File: config.mk
export PLATFORM = sky130hd
export DESIGN_NAME = comparador_serial
export DESIGN_NICKNAME = d
export VERILOG_FILES = /design/src/rtl/comparador_pkg.sv /design/src/rtl/comparador_serial_decisor_bit.sv /design/src/rtl/comparador_serial.sv
export SDC_FILE = /design/constraint.sdc
export NUM_CORES = 1
export LEC_CHECK = 0
export BUFFER_PORTS_ARGS = -buffer_cell sky130_fd_sc_hd__buf_2
export CAP_MARGIN = 20
export CORE_MARGIN = 3
export CORE_UTILIZATION = 35
export CTS_CLUSTER_SIZE = 14
export DETAILED_ROUTE_END_ITERATION = 16
export PLACE_DENSITY = 0.54
export SYNTH_ARGS = -nofsm -noshare
export SYNTH_HDL_FRONTEND = slang
export SYNTH_HIERARCHICAL = 1
export SYNTH_SLANG_ARGS = --single-unit
File: constraint.sdc
create_clock -name clk -period 1.9 [get_ports clk]
set_clock_uncertainty 0.05 [all_clocks]
set_input_delay 0.095 -clock clk [delete_from_list [all_inputs] [get_ports clk]]
set_output_delay 0.095 -clock clk [all_outputs]
set_load 0.01 [all_outputs]
File: src/rtl/comparador_pkg.sv
// Shared types for the bit-serial signed comparator: FSM states, the
// running decision and the bit-counter width helper.
package comparador_pkg;

  typedef enum logic [1:0] {
    IDLE    = 2'd0,
    RECIBIR = 2'd1,
    FIN     = 2'd2
  } estado_t;

  typedef enum logic [1:0] {
    INDECISO = 2'd0,
    MAYOR    = 2'd1,
    MENOR    = 2'd2
  } decision_t;

  function automatic int ancho_cnt(input int width);
    return $clog2(width);
  endfunction

endpackage

File: src/rtl/comparador_serial_decisor_bit.sv
// Combinational decision step: folds one MSB-first bit pair into the
// running decision. Only the first differing pair can change it.
module decisor_bit
  import comparador_pkg::*;
(
  input  logic      bit_a,
  input  logic      bit_b,
  input  logic      es_signo,
  input  decision_t actual,
  output decision_t siguiente
);

  always_comb begin
    siguiente = actual;
    if (actual == INDECISO && bit_a != bit_b) begin
      // On the sign bit a set bit means negative, so the sense flips.
      if (es_signo) siguiente = bit_a ? MENOR : MAYOR;
      else          siguiente = bit_a ? MAYOR : MENOR;
    end
  end

endmodule

File: src/rtl/comparador_serial.sv
// Bit-serial signed comparator, operands arrive MSB first as bit pairs.
// Optional macro COMPARADOR_SERIAL_EARLY_EN: finish as soon as decided.
module comparador_serial
  import comparador_pkg::*;
#(
  parameter int WIDTH = 8
) (
  input  logic clk,
  input  logic rst_n,
  input  logic inicio,
  input  logic bit_valido,
  input  logic bit_a,
  input  logic bit_b,
  output logic ocupado,
  output logic valido,
  output logic igual,
  output logic mayor,
  output logic menor
);

  localparam int CW = ancho_cnt(WIDTH);
  localparam logic [CW-1:0] ULTIMO = CW'(WIDTH - 1);

  estado_t        state_reg, state_next;
  logic [CW-1:0]  cnt_reg, cnt_next;
  decision_t      dec_reg, dec_next;
  decision_t      dec_bit;
  logic           igual_reg, igual_next;
  logic           mayor_reg, mayor_next;
  logic           menor_reg, menor_next;
  logic           fin_palabra;

  decisor_bit u_decisor (
    .bit_a     (bit_a),
    .bit_b     (bit_b),
    .es_signo  (cnt_reg == '0),
    .actual    (dec_reg),
    .siguiente (dec_bit)
  );

  always_comb begin
    state_next  = state_reg;
    cnt_next    = cnt_reg;
    dec_next    = dec_reg;
    igual_next  = igual_reg;
    mayor_next  = mayor_reg;
    menor_next  = menor_reg;
    fin_palabra = 1'b0;
    if (inicio) begin
      // A pair presented together with inicio is deliberately dropped.
      state_next = RECIBIR;
      cnt_next   = '0;
      dec_next   = INDECISO;
      igual_next = 1'b0;
      mayor_next = 1'b0;
      menor_next = 1'b0;
    end else begin
      case (state_reg)
        RECIBIR: begin
          if (bit_valido) begin
            dec_next = dec_bit;
            cnt_next = cnt_reg + 1'b1;
            if (cnt_reg == ULTIMO) fin_palabra = 1'b1;
`ifdef COMPARADOR_SERIAL_EARLY_EN
            if (dec_bit != INDECISO) fin_palabra = 1'b1;
`endif
            if (fin_palabra) begin
              state_next = FIN;
              igual_next = (dec_bit == INDECISO);
              mayor_next = (dec_bit == MAYOR);
              menor_next = (dec_bit == MENOR);
            end
          end
        end
        FIN:     state_next = IDLE;
        default: state_next = state_reg;
      endcase
    end
  end

  always_ff @(posedge clk) begin
    if (!rst_n) begin
      state_reg <= IDLE;
      cnt_reg   <= '0;
      dec_reg   <= INDECISO;
      igual_reg <= 1'b0;
      mayor_reg <= 1'b0;
      menor_reg <= 1'b0;
    end else begin
      state_reg <= state_next;
      cnt_reg   <= cnt_next;
      dec_reg   <= dec_next;
      igual_reg <= igual_next;
      mayor_reg <= mayor_next;
      menor_reg <= menor_next;
    end
  end

  // Status outputs decode the state register only, so no input reaches them.
  assign ocupado = (state_reg == RECIBIR);
  assign valido  = (state_reg == FIN);
  assign igual   = igual_reg;
  assign mayor   = mayor_reg;
  assign menor   = menor_reg;

endmodule

# Word level (Yosys, flattened, before mapping)

Cells that the tools add are included.

$add $sub $neg: 1
$mul: 0
Div/mod/pow operators: 0
$lt $le $gt $ge: 0
Equal/unequal tests: 10
Shift-type cells: 0
Multiplexer cells: 12
Bitwise gates (word level): 1
Reduce and logical (&&, ||, !) cells: 11

Operator list:

| cell                                                 | count |
|---|---|
| two-way mux 2 bit                                    | 6 |
| AND reduction 3 bit                                  | 3 |
| two-way mux 1 bit                                    | 5 |
| equality test 2 x 1 -> 1 bit (second input constant) | 2 |
| equality test 2 bit (second input constant)          | 2 |
| zero test 2 bit                                      | 2 |
| case mux 2 bit (2 select lines)                      | 1 |
| adder 3 x 1 -> 3 bit (second input constant)         | 1 |
| equality test 3 bit (second input constant)          | 1 |
| zero test 3 bit                                      | 1 |
| != test 3 x 2 -> 1 bit (second input constant)       | 1 |
| != test 3 bit (second input constant)                | 1 |
| nonzero test 3 bit                                   | 1 |
| != test 2 x 1 -> 1 bit (second input constant)       | 1 |
| != test 2 bit (second input constant)                | 1 |
| AND reduction 2 bit                                  | 1 |
| nonzero test 2 bit                                   | 1 |
| OR reduction 2 bit                                   | 1 |
| logical AND 1 bit                                    | 1 |
| != test 1 bit                                        | 1 |
| NOT 1 bit                                            | 1 |

Register bits after elaboration: 10
Latch bits: 0
Memory bits (writable): 0
Memory bits (read-only): 0
Output and inout port bits: 5
Memories: 0

# Logic depth before layout (Yosys ltp)

Depth in word-level cells: 9
Depth in mapped cells: 7
Mapped depth without buffers: 7

# By module

The synthesis kept the hierarchy.

Modules (own cells, without submodules):

| module            | times used | cells an instance | area each (µm²) | sequential area each (µm²) |
|---|---|---|---|---|
| comparador_serial | 1          | 55                | 556.8           | 200.2 |
| decisor_bit       | 1          | 6                 | 50.0            | 0.0 |

# Worst setup path before layout

No wires, ideal clock.

Path type: reg2reg
Start point: register cnt_reg[0]
End point: register igual_reg, in the netlist igual
Setup time: 72 ps
Arrival: 1,803 ps
Data required time: 1,778 ps
Path slack: -25 ps
Stages on the path, launching flop included: 8
Path buffers: 0
Path through: dfxtp_1 inv_1 ha_1 nor2b_1 nor4bb_1 or3_1 or4b_1 mux2i_1

Elaborated cells between the ends (all ways): 10

RTL lines:

| what                   | RTL line                            | RTL |
|---|---|---|
| start, declared        | comparador_serial.sv:25             | `logic [CW-1:0] cnt_reg, cnt_next;` |
| start signal, assigned | comparador_serial.sv:91             | `cnt_reg <= cnt_next;` |
| zero test 3 bit        | comparador_serial.sv:36             | `.es_signo (cnt_reg == '0),` |
| two-way mux 2 bit      | comparador_serial_decisor_bit.sv:17 | `if (es_signo) siguiente = bit_a ? MENOR : MAYOR;` |
| two-way mux 2 bit      | comparador_serial_decisor_bit.sv:15 | `if (actual == INDECISO && bit_a != bit_b) begin` |
| net dec_bit[1]         | comparador_serial.sv:27             | `decision_t dec_bit;` |
| zero test 2 bit        | comparador_serial.sv:69             | `igual_next = (dec_bit == INDECISO);` |
| end signal, assigned   | comparador_serial.sv:93             | `igual_reg <= igual_next;` |
| end, declared          | comparador_serial.sv:28             | `logic igual_reg, igual_next;` |

The timed path passes the listed nets, and every way through them passes these cells. The select of a mux whose other input is x is not followed.
A chain may end at the register's enable or synchronous reset.

# Worst setup path after layout

Start point: register cnt_reg[1]
End point: register igual_reg, in the netlist igual

Same word-level chain as after synthesis.

==> impl_metrics.toml <==
[routing]
drtIter0Drc = 3
drt-pass1-iter-count = 4
viasPerCell = 5.33
drc = 0
wire_per_inst_um = 12.9
wl_mm = 1.16
via_count = 480
ant_nets = 0

[sta]
fin_crit_sh_pct = 97.9
max_slew_margin_pct = 77.8
rsz0062_at_grt = "yes"
drv_slew = 0
worst_slew_pin_slew_ns = 0.332
setup_viol = 0
fin_crit_ns = 1.86
tns_ns = 0
hold_viol = 0
max_freq_mhz = 537

[clocking]
cts_htree_levels = 1
clk_latency_ns = 0.26
clk_path_buf_depth = 2
tritoncts = "done"
ctsRootBufferMaster = "clkbuf_4"
cts.sinks = 10
clk_pin_slew_worst_paths_ns = 0.07
numCtsBuffers = 3

[grt]
met3_usage_pct = 4.51
globalRoute.busiestLayer = "met2"
grt_use_met2_pct = 16.3
grt_overflow_total = 0
grt_start_max_net_pins = 20
use_met1_pct = 15.9
antenna_found_initial = 0
grt_usage_pct = 12.1
grt_pass1_wl_mm = 1.84
grt_pass1_vias = 405

[min_path]
min_path_type = "input port to register"
min-delay-start = "inicio"
min_delay_worst_endpoint = "state_reg[0]"
min_path_cells = 3

[die]
rows = 14
die_y_um = 47.6
io_pins = 11
die-area_um2 = 2270
start_util_pct = 38.5
die_w_um = 47.6
core_um2 = 1580

[logic_synthesis]
yosys.cell_types.count = 21
avgSynthCellArea_um2 = 9.95
synth_area_um2 = 607
yosysWarnings = 6
synth_seq_area_share_pct = 33.0
ys_seq_elements = 10
synthCells = 61
synth_nets = 70

[layout]
fillers = 162
largest_reg_flops = 3
instances_no_fill = 90
diodes = 0
fin_nets = 84
multi_input_area_um2 = 375
layout-drive-gt1-share_pct = 32.4
area_delta_synth_final_pct = 19.6
final-seq-area_um2 = 203

[run_status]
status = "completed"

[setup_path]
crit_path_top_delay_cell = "or4b_1"
crit_required_ns = 2.05
critPathMaxFanout = 4
criticalPathCategory = "register to register"
r2r-end = "igual"
worstSetupEndpointType = "register"
cp-start-kind = "register"
r2r_cells = 7
cpPeakStageDelay_ns = 0.53
path_cells = "inv_2, ha_2, nor2b_4, nor4bb_1, or3_1, or4b_1, mux2i_1"
reg2reg_from = "cnt_reg[1]"
reg2reg_slack_ns = 0.04
arrival_ns = 2.01

[place]
gp_congestion = 0.616
dp.cells = 86
io_buffers = 10
dp_hpwl_um = 800

[pwr]
p_leak_nw = 0.326
powerDensity_nw_per_um2 = 650
ir_drop_uv = 313
power_w = 0.000472

[flow_run]
drv_cap = 0
critical path: cells and delay by family, from the launching register on:
kind	cells	cell delay [ns]
AND/OR/NAND/NOR	4	1.09
buffers and inverters	1	0.03
multiplexers	1	0.13
flip-flops	1	0.34
adder cells (fa/ha/maj)	1	0.16
metal layers:
metal  share of wire (%)  routed length [µm]
met5                   0                   0
met1                  51                 590
met2                  44                 509
met4                 1.3                  15
met3                 3.7                  43
cell type report:
cell class,instances,area share (%)
Timing Repair Buffer,14,11.0
Multi-Input combinational cell,43,51.7
Inverter,3,1.55
Clock buffer,4,5.00
Sequential cell,10,27.9
Tap cell,16,2.76
through the flow:
stage                     setup slack (ns)  utilization, %  hold slack [ns]  area (µm²)
after floorplan                     0.0168               -            0.221         608
after global placement             -0.0134            43.0            0.408         678
after detailed placement           -0.0611            43.0            0.420         678
after CTS                          -0.0212            46.0            0.131         726
after global routing               -0.0567            46.0            0.155         726
final                               0.0395            46.0            0.131         726
kinds of logic (layout without fill, tap and decap cells):
family	after synthesis	after routing	synth area share (%)
muxes	8	8	13.2
and+or+nand+nor	30	30	38.4
buffers and inverters	8	21	6.80
DFF	10	10	33.0
AOI/OAI and AO/OA	2	2	2.47
adders and majority gates	3	3	6.19
placed cells by master, fill, tap and decap left out, types with 3 or more instances in the layout:
master    instances
mux2i_1           8
clkbuf_4          3
buf_2            10
dfxtp_1           8
buf_4             4
nand3b_1         12
where the power goes:
group          switching (W)  internal (W)  leakage (nW)  total (W)
registers         0.00000349      0.000213        0.0820   0.000217
logic              0.0000270     0.0000302         0.223  0.0000572
clock network      0.0000817      0.000116        0.0210   0.000198
Yosys cell counts:
master | number | share of area, %
nand3b_1 | 12 | 15
dfxtp_1 | 10 | 33
mux2i_1 | 8 | 13
buf_2 | 3 | 2.5
ha_1 | 3 | 6.2
inv_1 | 3 | 1.9
nor2b_1 | 3 | 3.1
nand2_1 | 2 | 1.2
nand4bb_1 | 2 | 3.7
nor4b_1 | 2 | 2.9
nor4bb_1 | 2 | 3.3
or3_1 | 2 | 2.1
and2_1 | 1 | 1.0
and3b_1 | 1 | 1.4
and4b_1 | 1 | 1.6
buf_6 | 1 | 1.9
clkbuf_1 | 1 | 0.62
o211a_1 | 1 | 1.6
o21ai_1 | 1 | 0.82
or3b_1 | 1 | 1.4
or4b_1 | 1 | 1.6
worst max-delay path by stage:
stage	start	to	slack [ns]	depth (start not counted)
final	cnt_reg[1]	igual	0.04	7
after global routing	cnt_reg[1]	igual	-0.06	7
after CTS	cnt_reg[1]	igual	-0.02	7
after detailed placement	cnt_reg[0]	igual	-0.06	7
after global placement	cnt_reg[0]	igual	-0.01	7
after floorplan	cnt_reg[0]	igual	0.02	7
what timing repair did:
item | in CTS | in global routing
hold buffers | 0 | 0
pin swaps | 3 | 1
setup endpoints to repair | 1 | 1
cloned | 0 | 0
resized for setup | 6 | 0
buffers inserted | 0 | 0
Power figures use the tool's default switching activity.
